[config.mk]
export PLATFORM = sky130hd
export DESIGN_NAME = aes_word_feeder
export DESIGN_NICKNAME = d
export VERILOG_FILES = /design/src/rtl/aes_pkg.sv /design/src/rtl/aes_blk_fifo.sv /design/src/rtl/aes_word_feeder.sv
export SDC_FILE = /design/constraint.sdc
export NUM_CORES = 2
export LEC_CHECK = 0
export CELL_PAD_IN_SITES_DETAIL_PLACEMENT = 1
export CELL_PAD_IN_SITES_GLOBAL_PLACEMENT = 1
export CORE_UTILIZATION = 43
export DETAILED_ROUTE_END_ITERATION = 7
export PLACE_DENSITY_LB_ADDON = 0.1
export SLEW_MARGIN = 5
export SYNTH_ARGS = -nofsm -noshare
export SYNTH_HDL_FRONTEND = slang
export SYNTH_HIERARCHICAL = 1
export SYNTH_SLANG_ARGS = --single-unit
[constraint.sdc]
create_clock -name clk -period 11.6 [get_ports clk]
set_clock_uncertainty 0.05 [all_clocks]
set_input_delay 3.48 -clock clk [delete_from_list [all_inputs] [get_ports clk]]
set_output_delay 3.48 -clock clk [all_outputs]
set_load 0.02 [all_outputs]
[src/rtl/aes_pkg.sv]
// Shared AES block/word widths, typedefs and word-slot helpers.
// Word 0 of a block is the most significant 32 bits.
package aes_pkg;

  localparam int AES_BLK_W     = 128;
  localparam int AES_WORD_W    = 32;
  localparam int WORDS_PER_BLK = 4;

  typedef logic [AES_BLK_W-1:0]               aes_blk_t;
  typedef logic [AES_WORD_W-1:0]              aes_word_t;
  typedef logic [$clog2(WORDS_PER_BLK)-1:0]   word_idx_t;

  function automatic aes_word_t blk_word(input aes_blk_t b, input word_idx_t idx);
    case (idx)
      2'd0:    return b[127:96];
      2'd1:    return b[95:64];
      2'd2:    return b[63:32];
      default: return b[31:0];
    endcase
  endfunction

  function automatic aes_blk_t blk_put(input aes_blk_t b, input word_idx_t idx,
                                       input aes_word_t w);
    aes_blk_t r;
    r = b;
    case (idx)
      2'd0:    r[127:96] = w;
      2'd1:    r[95:64]  = w;
      2'd2:    r[63:32]  = w;
      default: r[31:0]   = w;
    endcase
    return r;
  endfunction

endpackage

[src/rtl/aes_blk_fifo.sv]
// Synchronous 128-bit result buffer with occupancy count; head is shown
// combinationally. Writes are never offered when full.
module aes_blk_fifo
  import aes_pkg::*;
#(
  parameter int FIFO_DEPTH = 12
) (
  input  logic                               clk,
  input  logic                               clr,
  input  logic                               i_wr_en,
  input  logic [AES_BLK_W-1:0]               i_wr_data,
  input  logic                               i_rd_en,
  output logic [AES_BLK_W-1:0]               o_head,
  output logic [$clog2(FIFO_DEPTH+1)-1:0]    o_count,
  output logic                               o_empty
);

  localparam int PTR_W = $clog2(FIFO_DEPTH);
  localparam int CNT_W = $clog2(FIFO_DEPTH+1);

  aes_blk_t         r_mem [FIFO_DEPTH];
  logic [PTR_W-1:0] r_wr_ptr;
  logic [PTR_W-1:0] r_rd_ptr;
  logic [CNT_W-1:0] r_count;
  logic             w_rd;

  function automatic logic [PTR_W-1:0] next_ptr(input logic [PTR_W-1:0] p);
    return (p == PTR_W'(FIFO_DEPTH-1)) ? '0 : p + 1'b1;
  endfunction

  assign w_rd    = i_rd_en && (r_count != '0);
  assign o_head  = r_mem[r_rd_ptr];
  assign o_count = r_count;
  assign o_empty = (r_count == '0);

  always_ff @(posedge clk) begin
    if (i_wr_en) r_mem[r_wr_ptr] <= i_wr_data;
  end

  always_ff @(posedge clk) begin
    if (clr) begin
      r_wr_ptr <= '0;
      r_rd_ptr <= '0;
      r_count  <= '0;
    end else begin
      if (i_wr_en) r_wr_ptr <= next_ptr(r_wr_ptr);
      if (w_rd)    r_rd_ptr <= next_ptr(r_rd_ptr);
      case ({i_wr_en, w_rd})
        2'b10:   r_count <= r_count + 1'b1;
        2'b01:   r_count <= r_count - 1'b1;
        default: r_count <= r_count;
      endcase
    end
  end

endmodule

[src/rtl/aes_word_feeder.sv]
// Packs 32-bit words into 128-bit cipher blocks, tracks in-flight blocks and
// unpacks results. Optional blk_count output with AES_FEEDER_STATS_EN.
module aes_word_feeder
  import aes_pkg::*;
#(
  parameter int LATENCY    = 10,
  parameter int FIFO_DEPTH = 12
) (
  input  logic                  clk,
  input  logic                  clr,
  input  logic [AES_WORD_W-1:0] in_word,
  input  logic                  in_valid,
  output logic                  in_ready,
  output logic [AES_BLK_W-1:0]  blk_out,
  output logic                  blk_issue,
  input  logic [AES_BLK_W-1:0]  res_in,
  output logic [AES_WORD_W-1:0] out_word,
  output logic                  out_valid,
  input  logic                  out_ready,
  output logic                  busy
`ifdef AES_FEEDER_STATS_EN
  ,
  output logic [31:0]           blk_count
`endif
);

  localparam int IF_W  = $clog2(LATENCY+1);
  localparam int CNT_W = $clog2(FIFO_DEPTH+1);
  localparam int SUM_W = 8;

  word_idx_t          r_wcnt;
  logic               r_pending;
  aes_blk_t           r_blk;
  logic [LATENCY-1:0] r_vsr;
  word_idx_t          r_k;

  logic [IF_W-1:0]    w_inflight;
  logic [CNT_W-1:0]   w_fifo_cnt;
  logic               w_fifo_empty;
  aes_blk_t           w_head;
  logic               w_issue;
  logic               w_in_xfer;
  logic               w_out_xfer;
  logic               w_pop;
  logic               w_capture;

  always_comb begin
    w_inflight = '0;
    for (int i = 0; i < LATENCY; i++) w_inflight = w_inflight + IF_W'(r_vsr[i]);
  end

  // Issue only when every in-flight block is guaranteed a FIFO slot on return.
  assign w_issue    = r_pending &&
                      ((SUM_W'(w_inflight) + SUM_W'(w_fifo_cnt)) < SUM_W'(FIFO_DEPTH));
  assign w_in_xfer  = in_valid && !r_pending;
  assign w_out_xfer = !w_fifo_empty && out_ready;
  assign w_pop      = w_out_xfer && (r_k == word_idx_t'(WORDS_PER_BLK-1));
  assign w_capture  = r_vsr[LATENCY-1];

  always_ff @(posedge clk) begin
    if (clr) begin
      r_wcnt    <= '0;
      r_pending <= 1'b0;
      r_blk     <= '0;
    end else if (w_in_xfer) begin
      r_blk  <= blk_put(r_blk, r_wcnt, in_word);
      r_wcnt <= r_wcnt + 1'b1;
      if (r_wcnt == word_idx_t'(WORDS_PER_BLK-1)) r_pending <= 1'b1;
    end else if (w_issue) begin
      r_pending <= 1'b0;
    end
  end

  // Valid shadow of the cipher pipeline; clearing it drops stale results.
  always_ff @(posedge clk) begin
    if (clr) begin
      r_vsr <= '0;
    end else begin
      r_vsr[0] <= w_issue;
      for (int i = 1; i < LATENCY; i++) r_vsr[i] <= r_vsr[i-1];
    end
  end

  always_ff @(posedge clk) begin
    if (clr)             r_k <= '0;
    else if (w_out_xfer) r_k <= r_k + 1'b1;
  end

  aes_blk_fifo #(
    .FIFO_DEPTH (FIFO_DEPTH)
  ) u_fifo (
    .clk       (clk),
    .clr       (clr),
    .i_wr_en   (w_capture),
    .i_wr_data (res_in),
    .i_rd_en   (w_pop),
    .o_head    (w_head),
    .o_count   (w_fifo_cnt),
    .o_empty   (w_fifo_empty)
  );

`ifdef AES_FEEDER_STATS_EN
  logic [31:0] r_blk_count;

  always_ff @(posedge clk) begin
    if (clr)        r_blk_count <= '0;
    else if (w_pop) r_blk_count <= r_blk_count + 1'b1;
  end

  assign blk_count = r_blk_count;
`endif

  assign in_ready  = !r_pending;
  assign blk_out   = r_blk;
  assign blk_issue = w_issue;
  assign out_valid = !w_fifo_empty;
  assign out_word  = blk_word(w_head, r_k);
  assign busy      = (r_wcnt != '0) || r_pending || (w_inflight != '0) || !w_fifo_empty;

endmodule
==> impl_metrics.tcl <==
set metrics [dict create \
    yosys_warnings 6 \
    reg2reg_to "r_pending" \
    r2r-start "r_vsr[9]" \
    clockBufferDepth 3 \
    setup_violations 0 \
    routabilityCongestion 0.772 \
    start_util_pct 43.4 \
    status "complete, no violations" \
    drc 0 \
    cellPowerDensity_nw_per_um2 162 \
    synth.largest_area_cell "edfxtp_1" \
    dr.first_iter.drc_count 2524 \
    hold_viol_final 0 \
    grt_usage_pct 23.2 \
    ys_seq_elements 1695 \
    vias 33100 \
    rsz0062_at_grt "no" \
    synth_seq_area_share_pct 75.8 \
    viasPerCell 5.67 \
    slew_viol_final 0 \
    setup_tns_ps 0 \
    hpwl_um 99600 \
    postCtsHoldBufs 0 \
    grt_overflow 0 \
    worst_hold_path_type "reg2reg" \
    dpl.cell_count 5516 \
    criticalPathCategory "reg2out" \
    slew_headroom_pct 13.4 \
    end_kind "output port" \
    cap_violations 0 \
    cts_setup_buffers 0 \
    ir_drop_mv 0.113 \
    drt-pass1-iter-count 7 \
    fin_crit_sh_pct 76.3 \
    std_cell_rows 142 \
    io_pins 328 \
    fp.dieW_um 391 \
    synth_cells 3297 \
    clkTransAtPathRegs_ps 60 \
    root_buffer "clkbuf_16" \
    routed_wl_um 176000 \
    design.die.area_um2 153000 \
    io_buffers 327 \
    drive_above_1_share_pct 18.7 \
    critPathMaxFanout 50 \
    leakage_uw 0.0231 \
    core_um2 150000 \
    fin_crit_ps 8850 \
    grt_pass1_vias 35200 \
    fin_ws_ps 2750 \
    wire_per_inst_um 30.2 \
    crit_top_cell "mux2i_1" \
    crit_path_start_kind "flip-flop" \
    die_h_um 391 \
    antenna_found_initial 27 \
    path_cells "buf_12 -> buf_4 -> mux4_2 -> mux2i_1 -> o21ai_1 -> a222oi_1 -> mux2i_1 -> clkdlybuf4s50_1" \
    syn_area_um2 65000 \
    n_fill_cell 13600 \
    endpoint "out_word[6]" \
    fmax_ghz 0.113 \
    layoutNonFillerInstCount 5847 \
    syn-num-nets 3490 \
    crit_family "buffers and inverters" \
    synth_edf_count 1536 \
    arrival_ps 5320 \
    cts_tree "done" \
    cp.required_ps 8070 \
    clock_latency_ps 810 \
    cp_slowest_cell "a222oi_1" \
    grt_first_pass_wirelength_um 253000 \
    cts_buffers 177 \
    dp_slack_ps 3560 \
    syn2layout_area_growth_pct 16.8 \
    synth_ff_type "edfxtp_1" \
    syn_avg_cell_area_um2 19.7 \
    tightest_slew_ps 1300 \
    synthArstFlopShare_pct 0 \
    htreeDepth 4 \
    cts-resized-gates 0 \
    reg2reg_depth 11 \
    critical_path_depth 8 \
    synth.area.top_cells "edfxtp_1 71%, mux4_2 13%, dfxtp_1 4.9%, mux2i_1 2.6%, nand2_1 2.3%" \
    grt_max_degree 107 \
    ant_nets 0 \
    rrSetupSlack_ps 7260 \
    clock-sinks 1695 \
    synth_top_area_share_pct 70.9 \
    cp.buffers_inverters 3 \
    synthDistinctLibCells 49 \
    final_util_pct 50.7 \
    num-nets-final 3872 \
    slowest_delay_ps 1030 \
]
[layout make-up]
cell class / instances / area (um^2) / area share, %
sequential: 1695 / 49300 / 64.9
multi-input combinational: 1360 / 14500 / 19.1
clock buffer: 238 / 4850 / 6.39
timing repair buffer: 393 / 3900 / 5.14
tap: 2016 / 2520 / 3.32
clock inverter: 89 / 681 / 0.896
inverter: 52 / 195 / 0.257
antenna: 4 / 10.0 / 0.0132
[worst reg2reg max path: cells and delay by family (launching register included)]
family | cells | cell delay (ps)
compound gates | 1 | 270
simple gates | 2 | 800
fa+ha+maj | 6 | 2530
buf+inv | 2 | 100
flops | 1 | 490
[state kept, by name (all words and copies together) (netlist names), named ones only]
name	count
u_fifo/r_wr_ptr	4
u_fifo/r_mem	1536
r_pending	1
r_vsr	10
u_fifo/r_rd_ptr	4
u_fifo/o_count	4
blk_out	128
r_k	2
r_wcnt	2
[cell usage in the layout (no fill, tap or decap), types with 3 or more instances in the layout]
master / n
a21oi_1: 139
a222oi_1: 32
and2_4: 7
and3_4: 4
and3b_1: 4
buf_12: 11
buf_4: 56
bufinv_16: 4
clkbuf_1: 44
clkbuf_16: 180
clkbuf_8: 13
clkdlybuf4s50_1: 326
clkinv_1: 40
clkinv_16: 3
clkinv_2: 29
clkinv_8: 4
dfxtp_1: 155
dfxtp_4: 4
diode_2: 4
edfxtp_1: 1536
fa_1: 6
ha_1: 22
inv_1: 51
inv_16: 3
inv_6: 4
mux2i_1: 166
mux4_2: 384
nand2_1: 390
nand3b_1: 4
nor2_1: 16
nor2b_1: 11
nor3_1: 5
o21ai_0: 4
o21ai_1: 128
xnor2_1: 4
xor2_1: 3
[per-layer routing]
metal,vias up,part of all wire [%],track usage [%]
met5,-,0.091,0
met4,26,1.8,5.03
met3,230,6.4,5.03
met2,962,50,39.2
met1,17900,42,30.8
li1,14000,-,-
[where the power goes]
part	internal, uW	switching, uW	total, uW
sequential	6670	11.7	6680
clock	3040	2360	5400
combinational	97.1	161	258
[synth_stat cells, types with 2 or more instances]
library cell and count:
and2_1 8, nor2b_1 11, o21ai_0 4, nor2_1 16, clkbuf_1 74, a311oi_1 2, dfxtp_1 159, buf_6 28
a222oi_1 32, nor3_1 6, nor4b_1 2, nand2b_1 2, a21oi_1 139, buf_1 2, buf_2 69, inv_1 51
nor3b_1 2, mux2i_1 166, xnor2_1 4, o21ai_1 128, edfxtp_1 1536, and3b_1 4, fa_1 6, and3_1 6
nand3b_1 4, xor2_1 3, buf_4 16, mux2_2 2, nand2_1 390, ha_1 23, mux4_2 384
[metrics by stage]
step                hold WS (ps)  power (uW)  cell area [um^2]
floorplan                    395        6880             65000
global route                 427       12700             76000
global placement             391        7050             70400
CTS                          406       12500             76000
detailed placement           396        7070             70500
finish                       405       12300             76000
[cell families (layout without fill, tap and decap cells)]
family | Yosys count | after routing | synth area share, %
buffers and inverters | 242 | 772 | 1.96
AO/OA/AOI/OAI | 313 | 313 | 2.73
other | 0 | 4 | 0
adder cells (fa/ha/maj) | 29 | 29 | 0.627
AND/OR/NAND/NOR | 459 | 459 | 2.90
flip-flops | 1695 | 1695 | 75.8
XOR/XNOR | 7 | 7 | 0.0943
multiplexers | 552 | 552 | 15.9
[worst min path at each step]
stage / cells past startpoint / slack (ps) / start / endpoint
final: 2 / 410 / blk_out[10] / blk_out[10]
after global routing: 2 / 430 / blk_out[103] / blk_out[103]
after CTS: 2 / 410 / blk_out[67] / blk_out[67]
after detailed placement: 2 / 400 / blk_out[20] / blk_out[20]
after global placement: 2 / 390 / blk_out[125] / blk_out[125]
after floorplan: 1 / 390 / r_vsr[2] / r_vsr[3]
Note: power is estimated with default switching activity, not from simulation.
